## src/rtl/dat_rx_deserializer_if.sv

```systemverilog
// dat_rx_deserializer_if: DAT receive bus between pads/read control (master) and the deserializer (slave)
interface dat_rx_deserializer_if #(parameter int MaxBlockBitSize = 10);
    logic [3:0] dat;
    logic start;
    logic [MaxBlockBitSize-1:0] block_size;
    logic bus_width_is_4;
    logic busy;
    logic data_valid;
    logic [31:0] data;
    logic done;
    logic crc_err;
    logic end_bit_err;
    modport master(output dat, start, block_size, bus_width_is_4,
                   input busy, data_valid, data, done, crc_err, end_bit_err);
    modport slave(input dat, start, block_size, bus_width_is_4,
                  output busy, data_valid, data, done, crc_err, end_bit_err);
endinterface

```

## src/rtl/dat_rx_deserializer.sv

```systemverilog
// dat_rx_deserializer: SD DAT-line block receiver, 1/4-bit, little-endian word packing, per-line CRC16 and end-bit check
module dat_rx_deserializer #(parameter int MaxBlockBitSize = 10) (
    input logic sd_clk,
    input logic rst,
    dat_rx_deserializer_if.slave bus
);
    typedef enum logic [2:0] {IDLE, WAIT_START, DATA, CRC, END_BIT} state_t;
    localparam logic [MaxBlockBitSize-1:0] One = 1;
    state_t state, next;
    logic w4;
    logic [MaxBlockBitSize-1:0] size, byte_cnt;
    logic [2:0] bit_cnt;
    logic [3:0] crc_cnt;
    logic [7:0] sh;
    logic [15:0] crc [4];
    logic [31:0] acc, data;
    logic dv, done, crc_err, end_err;
    logic accept, sbit, byte_done, last;
    logic [3:0] act, crc_msb;
    logic [7:0] byte_val;
    logic [31:0] word;
    always_comb begin
        act = w4 ? 4'hf : 4'h1;
        accept = state == IDLE && bus.start && !done;
        sbit = w4 ? bus.dat == 4'h0 : !bus.dat[0];
        byte_done = state == DATA && bit_cnt == (w4 ? 3'd1 : 3'd7);
        last = byte_cnt == size - One;
        byte_val = w4 ? {sh[3:0], bus.dat} : {sh[6:0], bus.dat[0]};
        crc_msb = {crc[3][15], crc[2][15], crc[1][15], crc[0][15]};
        word = byte_cnt[1:0] == 2'd0 ? 32'h0 : acc;
        word[8*byte_cnt[1:0] +: 8] = byte_val;
    end
    always_ff @(posedge sd_clk or posedge rst) begin
        if (rst) state <= IDLE;
        else state <= next;
    end
    always_comb begin
        next = state;
        case (state)
            IDLE: next = accept ? WAIT_START : IDLE;
            WAIT_START: next = !sbit ? WAIT_START : size == '0 ? CRC : DATA;
            DATA: next = byte_done && last ? CRC : DATA;
            CRC: next = &crc_cnt ? END_BIT : CRC;
            END_BIT: next = IDLE;
            default: next = IDLE;
        endcase
    end
    always_comb begin
        bus.busy = state != IDLE;
        bus.data_valid = dv;
        bus.data = data;
        bus.done = done;
        bus.crc_err = crc_err;
        bus.end_bit_err = end_err;
    end
    always_ff @(posedge sd_clk or posedge rst) begin
        if (rst) begin
            w4 <= 1'b0;
            size <= '0;
            byte_cnt <= '0;
            bit_cnt <= '0;
            crc_cnt <= '0;
            sh <= '0;
            crc <= '{default: '0};
            acc <= '0;
            data <= '0;
            dv <= 1'b0;
            done <= 1'b0;
            crc_err <= 1'b0;
            end_err <= 1'b0;
        end else begin
            dv <= 1'b0;
            done <= 1'b0;
            if (accept) begin
                w4 <= bus.bus_width_is_4;
                size <= bus.block_size;
                byte_cnt <= '0;
                bit_cnt <= '0;
                crc_cnt <= '0;
                crc <= '{default: '0};
                crc_err <= 1'b0;
                end_err <= 1'b0;
            end
            if (state == DATA) begin
                sh <= byte_val;
                bit_cnt <= byte_done ? 3'd0 : bit_cnt + 3'd1;
                // inactive lines also run their CRC; they are masked at compare time
                for (int l = 0; l < 4; l++)
                    crc[l] <= {crc[l][14:0], 1'b0} ^ ({16{bus.dat[l] ^ crc[l][15]}} & 16'h1021);
                if (byte_done) begin
                    byte_cnt <= byte_cnt + One;
                    acc <= word;
                    if (byte_cnt[1:0] == 2'd3 || last) begin
                        data <= word;
                        dv <= 1'b1;
                    end
                end
            end
            if (state == CRC) begin
                crc_cnt <= crc_cnt + 4'd1;
                for (int l = 0; l < 4; l++) crc[l] <= {crc[l][14:0], 1'b0};
                if (|((bus.dat ^ crc_msb) & act)) crc_err <= 1'b1;
            end
            if (state == END_BIT) begin
                if (|(~bus.dat & act)) end_err <= 1'b1;
                done <= 1'b1;
            end
        end
    end
endmodule

```

## src/flat_wrapper.sv

```systemverilog
// flat-port wrapper written by rule: the top's interface ports become plain ports
module dat_rx_deserializer_flat 
#(parameter int MaxBlockBitSize = 10)
  (sd_clk, rst, bus_dat, bus_start, bus_block_size, bus_bus_width_is_4, bus_busy, bus_data_valid, bus_data, bus_done, bus_crc_err, bus_end_bit_err);
  dat_rx_deserializer_if #(.MaxBlockBitSize(MaxBlockBitSize)) bus_i ();
  input logic sd_clk;
  input logic rst;
  input wire logic [$bits(bus_i.dat)-1:0] bus_dat;
  input wire logic [$bits(bus_i.start)-1:0] bus_start;
  input wire logic [$bits(bus_i.block_size)-1:0] bus_block_size;
  input wire logic [$bits(bus_i.bus_width_is_4)-1:0] bus_bus_width_is_4;
  output wire logic [$bits(bus_i.busy)-1:0] bus_busy;
  output wire logic [$bits(bus_i.data_valid)-1:0] bus_data_valid;
  output wire logic [$bits(bus_i.data)-1:0] bus_data;
  output wire logic [$bits(bus_i.done)-1:0] bus_done;
  output wire logic [$bits(bus_i.crc_err)-1:0] bus_crc_err;
  output wire logic [$bits(bus_i.end_bit_err)-1:0] bus_end_bit_err;
  assign bus_i.dat = bus_dat;
  assign bus_i.start = bus_start;
  assign bus_i.block_size = bus_block_size;
  assign bus_i.bus_width_is_4 = bus_bus_width_is_4;
  assign bus_busy = bus_i.busy;
  assign bus_data_valid = bus_i.data_valid;
  assign bus_data = bus_i.data;
  assign bus_done = bus_i.done;
  assign bus_crc_err = bus_i.crc_err;
  assign bus_end_bit_err = bus_i.end_bit_err;
  dat_rx_deserializer #(.MaxBlockBitSize(MaxBlockBitSize)) u_core (.sd_clk(sd_clk), .rst(rst), .bus(bus_i));
endmodule
```

## config.mk

```make
export PLATFORM = sky130hd
export DESIGN_NAME = dat_rx_deserializer_flat
export DESIGN_NICKNAME = d
export VERILOG_FILES = /design/src/rtl/dat_rx_deserializer_if.sv /design/src/rtl/dat_rx_deserializer.sv /design/src/flat_wrapper.sv
export SDC_FILE = /design/constraint.sdc
export NUM_CORES = 1
export LEC_CHECK = 0
export CAP_MARGIN = 20
export CELL_PAD_IN_SITES_DETAIL_PLACEMENT = 1
export CELL_PAD_IN_SITES_GLOBAL_PLACEMENT = 1
export CORE_UTILIZATION = 43
export CTS_BUF_LIST = sky130_fd_sc_hd__clkbuf_4
export DETAILED_ROUTE_END_ITERATION = 8
export PLACE_DENSITY = 0.81
export SETUP_SLACK_MARGIN = 0.5
export SLEW_MARGIN = 20
export SYNTH_ARGS = -nofsm -noshare
export SYNTH_HDL_FRONTEND = slang
export SYNTH_SLANG_ARGS = --single-unit
```

## constraint.sdc

```tcl
create_clock -name sd_clk -period 5.75 [get_ports sd_clk]
set_input_delay 1.4375 -clock sd_clk [delete_from_list [all_inputs] [get_ports sd_clk]]
set_output_delay 1.4375 -clock sd_clk [all_outputs]
set_load 0.1 [all_outputs]
```

==> results of run 1 <==
worst min path at each step:
stage	from	end
final	u_core.acc[30]	u_core.acc[30]
after global routing	u_core.acc[3]	u_core.acc[3]
after CTS	u_core.acc[19]	u_core.acc[19]
after detailed placement	u_core.acc[19]	u_core.acc[19]
after global placement	u_core.crc[57]	u_core.crc[58]
after floorplan	u_core.sh[4]	u_core.sh[4]
final cells by class:
cell class	count	share of cell area [%]
Tap cell	225	3.23
Clock buffer	18	1.55
Sequential cell	170	48.9
Clock inverter	14	1.87
Inverter	11	0.517
Multi-Input combinational cell	574	37.2
Antenna cell	1	0.0287
Timing Repair Buffer	59	6.78
registers in the layout, indices dropped and copies added (netlist names), 3 cells and up:
name,cells
u_core.acc,32
u_core.bit_cnt,3
u_core.bus.data,32
u_core.byte_cnt,10
u_core.crc,64
u_core.crc_cnt,4
u_core.sh,7
u_core.size,10
u_core.state,3
per-stage QoR:
step	power (mW)	utilization [%]	setup slack, ns
2_1_floorplan	2.97	-	2.14
3_3_place_gp	3.35	48.2	2.04
3_5_place_dp	3.45	48.2	1.85
4_1_cts	4.19	49.9	1.58
5_1_grt	4.48	50.0	1.47
6_report	4.15	50.0	1.62
cell usage in the layout (no fill, tap or decap), types with 5 or more instances in the layout:
cell type and n:
clkbuf_4 18, inv_1 10, xor2_1 10, nor2b_1 7, ha_1 9, and3_1 5
mux2_4 29, dfrtp_1 170, clkinv_4 5, mux2i_1 9, a21oi_1 8, xnor2_1 16
nand2_1 232, o21ai_0 150, nand3_1 26, clkdlybuf4s50_1 54, nor2_1 15, nor3_1 6
where the power goes:
group	leakage (nW)	total (mW)	internal (mW)	switching (mW)
combinational	1.45	1.52	0.503	1.02
clock	0.160	0.728	0.273	0.454
sequential	2.23	1.90	1.58	0.321
total	3.84	4.15	2.35	1.80
critical path: stages (launching register included):
cell and delay [ns]:
dfrtp_1 0.57, or3_1 0.51, clkdlybuf4s50_1 1.03
per-layer routing:
layer  track usage (%)  up-vias
met5                 0        -
met4              8.09        0
met1              27.9     2927
met3              4.25       27
li1                  -     2762
met2              35.7       66
kinds of logic after synthesis:
group / Yosys count / share of synthesized area, %
multiplexers: 41 / 7.25
adder cells (fa/ha/maj): 9 / 1.46
XOR/XNOR: 26 / 2.95
AO/OA/AOI/OAI: 181 / 12.5
AND/OR/NAND/NOR: 317 / 17.5
flip-flops: 170 / 55.1
buffers and inverters: 51 / 3.23
==> reports/qor.csv, run 1 <==
stage,metric,value,unit
placement,Placement Cell Area,8400,um2
synthesis,dominant cell type by area after synthesis,dfrtp_1,
finish,Total Nets Final,860,
floorplanning,die area,18500,um2
timing,Final Hold Fails,0,
finish,Fillers,2012,
power_and_ir_drop,pwr/cell area,476,nW/um2
worst_setup_path,Register-to-Register Path Depth,7,
timing,Final Max Tran Viols,0,
synthesis,Async SR Flop Fraction,100,%
worst_setup_path,"Max FO, Critical Path",14,
power_and_ir_drop,peak supply drop,0.249,mV
worst_setup_path,FF-to-FF setup slack,2.14,ns
floorplanning,Die H,136,um
drt,DR vias,5782,
synthesis,ys flop type,dfrtp_1,
timing,RSZ-0062 raised after global routing,no,
clock_network,Hold Buf Count CTS,0,
clock_network,CTS H-tree depth,4,
synthesis,"EDFF count, synth",0,
floorplanning,DIE WIDTH,136,um
grt,first-pass GRT wire length,31000,um
worst_hold_path,hold crit path type,flop to flop,
outcome,outcome,"complete, no violations",
synthesis,count of cell types in the netlist,50,
floorplanning,Rows,48,
power_and_ir_drop,LEAKAGE,3.84,nW
finish,area of the multi-input gates,3240,um2
timing,Max Fclk,242,MHz
worst_setup_path,r2r startpoint,u_core.state[1],
worst_setup_path,element type at the critical path start,flop,
synthesis,Synth top cells by count,"232 x nand2_1, 170 x dfrtp_1, 150 x o21ai_0, 29 x clkbuf_1, 29 x mux2_4",
synthesis,number of synthesized register bits,170,
finish,Final Cell Area,8710,um2
drt,Initial DRC Count,386,
clock_network,later-pin clock latency in the skew report,0.60,ns
finish,FF/Latch Area,4250,um2
worst_setup_path,WP data required,4.31,ns
drt,highest metal used,met4,
placement,PortBufs,54,
worst_setup_path,worst path arrival time,2.69,ns
clock_network,CTS max path bufs,2,
grt,maximum number of pins on one net before global-route repair,171,
worst_setup_path,critical path capture point,bus_busy,
timing,Setup-failing EPs final,0,
synthesis,Synth Warn #,0,
worst_setup_path,Setup crit start,u_core.state[0],
synthesis,Post-Syn Instances,795,
clock_network,CTS buffer count,17,
synthesis,synth top area cells,"dfrtp_1 55%, nand2_1 11%, o21ai_0 9.7%",
grt,total grt overflow,0,
synthesis,Synth Cell Area,7720,um2
grt,Overall Global Routing Usage,21.6,%
grt,initial antenna violation count,1,
worst_setup_path,WS Path Type,flop to output pin,
placement,post-DP HPWL,11700,um
synthesis,"Avg Cell Area, Syn",9.71,um2
drt,Metal-1 WL,8470,um
worst_setup_path,endpoint type of the worst setup path,output pin,
drt,met3 wire length,457,um
worst_setup_path,Reg2Reg Capture Point,u_core.bus.data[1],
timing,crit path time final,4.13,ns
clock_network,"CTS clk-pin slew, worst paths",0.15,ns
timing,Setup TNS Final,0,ns
timing,worst slew pin tran,1.02,ns
clock_network,Post-CTS Setup Bufs,0,
clock_network,# resized after CTS,0,
placement,placed cells,1039,
finish,Non-Filler Instances,1072,
drt,Vias/cell,5.39,
run,Max Cap Viol,0,
drt,Avg WL per Cell,17.0,um
drt,first-pass detailed-route iteration total,4,
synthesis,sequential fraction of the synthesis area,55.1,%
drt,# DRC,0,
timing,Final Cycle Share,71.8,%
clock_network,root buf cell,clkbuf_4,
timing,Fin Hold WS,0.499,ns
timing,Layout Skew,0.0287,ns
placement,Final GP Congestion,0.739,
clock_network,CTS tree,built,
drt,Routed Antenna Nets,0,
floorplanning,I/O pin count,55,
worst_hold_path,worst hold stages,2,
synthesis,most instantiated library cell after synthesis,nand2_1,
grt,vias in the first global route,6100,
finish,area growth from synthesis to layout,12.9,%
finish,share of layout cells above drive strength 1,9.22,%
drt,Post-Route WL,18200,um
synthesis,post-synth top area share,55.1,%
drt,Routed met2 length,8960,um
floorplanning,Core ar.,17400,um2
clock_network,CTS sink cnt,170,
floorplanning,initial core utilization,44.3,%
timing,Rel. slew slack,31.5,%
synthesis,Syn Nets,822,
Note: power is estimated with default switching activity, not from simulation.
==> run 2, diff against run 1 <==
Clock period 5.75 ns to 3.4 ns, I/O delays scaled along.
==> run 2 against run 1 <==
Clock skew is 0.0098 ns lower. Hold slack worse by 0.0024 ns. Largest cell class unchanged. First-iteration DRC count is 19% lower. Non-clock buffer count is 18 higher. Flip-flop and latch count stayed put. Clock-buffer cell count is 1 lower. Sequential power is 69% higher. Register-to-register slack worse by 1.6 ns.
==> reports/qor.csv, run 2 (synthesized netlist as in run 1, its figures left out) <==
stage,metric,value,unit,change
drt,first-pass detailed-route iteration total,4,,unchanged
worst_setup_path,element type at the critical path start,flop,,
grt,total grt overflow,0,,unchanged
drt,Vias/cell,5.43,,+0.61%
finish,"Most flops, register",u_core.crc,,
finish,max FFs per register,64,,unchanged
finish,FF/Latch Area,4260,um2,about the same
finish,largest registers,"u_core.crc: 64 flops, u_core.acc: 32 flops, u_core.bus.data: 32 flops",,
placement,Placement Cell Area,8400,um2,about the same
finish,share of layout cells above drive strength 1,16.7,%,+7.4 points
timing,Setup-failing EPs final,0,,unchanged
worst_setup_path,endpoint type of the worst setup path,flop,,
floorplanning,I/O pin count,55,,unchanged
finish,"most common cell after layout, fill and taps aside",nand2_1,,
drt,Post-Route WL,18900,um,+3.9%
timing,Final Max Tran Viols,0,,unchanged
clock_network,"CTS clk-pin slew, worst paths",0.16,ns,about the same
finish,area growth from synthesis to layout,14.9,%,
grt,maximum number of pins on one net before global-route repair,73,,-57%
clock_network,Hold Buf Count CTS,0,,unchanged
floorplanning,DIE WIDTH,136,um,unchanged
timing,Rel. slew slack,35.3,%,+3.8 points
power_and_ir_drop,peak supply drop,0.331,mV,+33%
timing,Final Hold Fails,0,,unchanged
drt,Initial DRC Count,312,,-19%
grt,Overall Global Routing Usage,21.7,%,+0.17 points
clock_network,CTS H-tree depth,4,,unchanged
clock_network,CTS buffer count,17,,unchanged
worst_hold_path,hold crit path type,flop to flop,,
power_and_ir_drop,LEAKAGE,4.01,nW,+4.5%
placement,Final GP Congestion,0.749,,+1.4%
clock_network,CTS sink cnt,170,,unchanged
timing,Layout Skew,0.0189,ns,-0.00975 ns
worst_setup_path,Register-to-Register Path Depth,10,,+3
floorplanning,Core ar.,17400,um2,unchanged
worst_setup_path,Reg2Reg Capture Point,u_core.bus.data[8],,
timing,RSZ-0062 raised after global routing,no,,
worst_hold_path,Hold EP,u_core.crc[26],,
worst_setup_path,WP data required,3.88,ns,-0.43 ns
placement,post-DP HPWL,12000,um,+2.0%
run,Max Cap Viol,0,,unchanged
floorplanning,Die H,136,um,unchanged
grt,initial antenna violation count,1,,unchanged
worst_setup_path,worst path arrival time,3.38,ns,+0.69 ns
power_and_ir_drop,total power,7.05,mW,+70%
worst_setup_path,"Max FO, Critical Path",8,,-6
drt,# DRC,0,,unchanged
clock_network,CTS max path bufs,2,,unchanged
timing,crit path time final,2.90,ns,
finish,Total Nets Final,878,,+2.1%
placement,PortBufs,54,,unchanged
finish,area of the multi-input gates,3300,um2,+1.9%
timing,worst slew pin tran,0.944,ns,-0.0811 ns
worst_setup_path,FF-to-FF setup slack,0.50,ns,-1.64 ns
power_and_ir_drop,pwr/cell area,796,nW/um2,+67%
drt,Routed Antenna Nets,0,,unchanged
worst_hold_path,worst hold stages,2,,unchanged
drt,DR vias,5915,,+2.3%
clock_network,root buf cell,clkbuf_4,,
worst_setup_path,r2r startpoint,u_core.size[0],,
floorplanning,die area,18500,um2,unchanged
outcome,outcome,"complete, no violations",,
timing,Final Cycle Share,85.4,%,
finish,Fillers,1976,,-1.8%
floorplanning,initial core utilization,44.3,%,unchanged
floorplanning,Rows,48,,unchanged
worst_setup_path,WS Path Type,flop to flop,,
finish,"leading cell types in the layout, fill and taps excluded","232 x nand2_1, 169 x dfrtp_1, 150 x o21ai_0",,
finish,Final Cell Area,8860,um2,+1.8%
grt,first-pass GRT wire length,31300,um,+1.0%
clock_network,later-pin clock latency in the skew report,0.57,ns,-0.03 ns
worst_hold_path,Hold Path Origin,u_core.crc[25],,
grt,vias in the first global route,6018,,-1.3%
drt,Avg WL per Cell,17.4,um,+2.2%
clock_network,CTS tree,built,,
timing,Max Fclk,345,MHz,
timing,Setup TNS Final,0,ns,unchanged
-- run 2: per-stage QoR --
step / setup slack (ns) / hold slack, ns / std cells / utilization [%]
5_1_grt: 0.445 / 0.517 / 1090 / 50.9
4_1_cts: 0.527 / 0.495 / 1085 / 50.3
3_5_place_dp: 0.371 / 0.468 / 1047 / 48.3
6_report: 0.497 / 0.496 / 1090 / 50.9
2_1_floorplan: 0.381 / 0.449 / 795 / -
3_3_place_gp: 0.478 / 0.460 / 1047 / 48.3
-- run 2: area by class of cell --
type                    count  area share (%)
diodes                      1          0.0282
inverters                  11           0.508
multi-input cells         574            37.2
well taps                 225            3.18
repair buffers             77            8.27
clock buffers              17            1.44
clock inverters            15            1.36
flip-flops and latches    170            48.0
-- run 2: critical path, stage by stage (launching register included) --
cell,delay [ns]
dfrtp_1,0.41
buf_4,0.14
or4_4,0.60
o22ai_1,0.26
o32ai_2,0.13
a22oi_1,0.23
nor3_2,0.09
o221a_4,0.30
buf_4,0.16
clkbuf_16,0.17
mux2_4,0.30
-- run 2: how the worst max path moves through the flow --
stage | from | endpoint | slack (ns) | depth (start not counted)
2_1_floorplan | rst | u_core.acc[0] | 0.38 | 1
3_3_place_gp | u_core.size[0] | u_core.bus.data[0] | 0.48 | 10
3_5_place_dp | u_core.size[0] | u_core.bus.data[2] | 0.37 | 10
4_1_cts | u_core.size[1] | u_core.bus.data[4] | 0.53 | 11
5_1_grt | u_core.size[0] | u_core.bus.data[30] | 0.44 | 10
6_report | u_core.size[0] | u_core.bus.data[8] | 0.50 | 10
-- run 2: repair_timing --
action / in CTS / in global routing
pin swaps: 2 / 4
setup endpoints to repair: 32 / 33
gates cloned: 2 / 1
resized for setup: 5 / 11
setup buffers: 4 / 3
-- run 2: per-layer routing --
| metal | GRT usage [%] | up-vias | wire [um] |
|---|---|---|---|
| met5 | 0 | - | 0 |
| met4 | 6.42 | 0 | 285 |
| met3 | 4.03 | 25 | 495 |
| met2 | 36.6 | 82 | 9420 |
| met1 | 28.4 | 3014 | 8710 |
| li1 | - | 2794 | - |
-- run 2: report_power, final --
part	switching, mW	internal [mW]
logic	1.80	0.973
registers	0.549	2.66
clock network	0.768	0.304
total	3.11	3.94
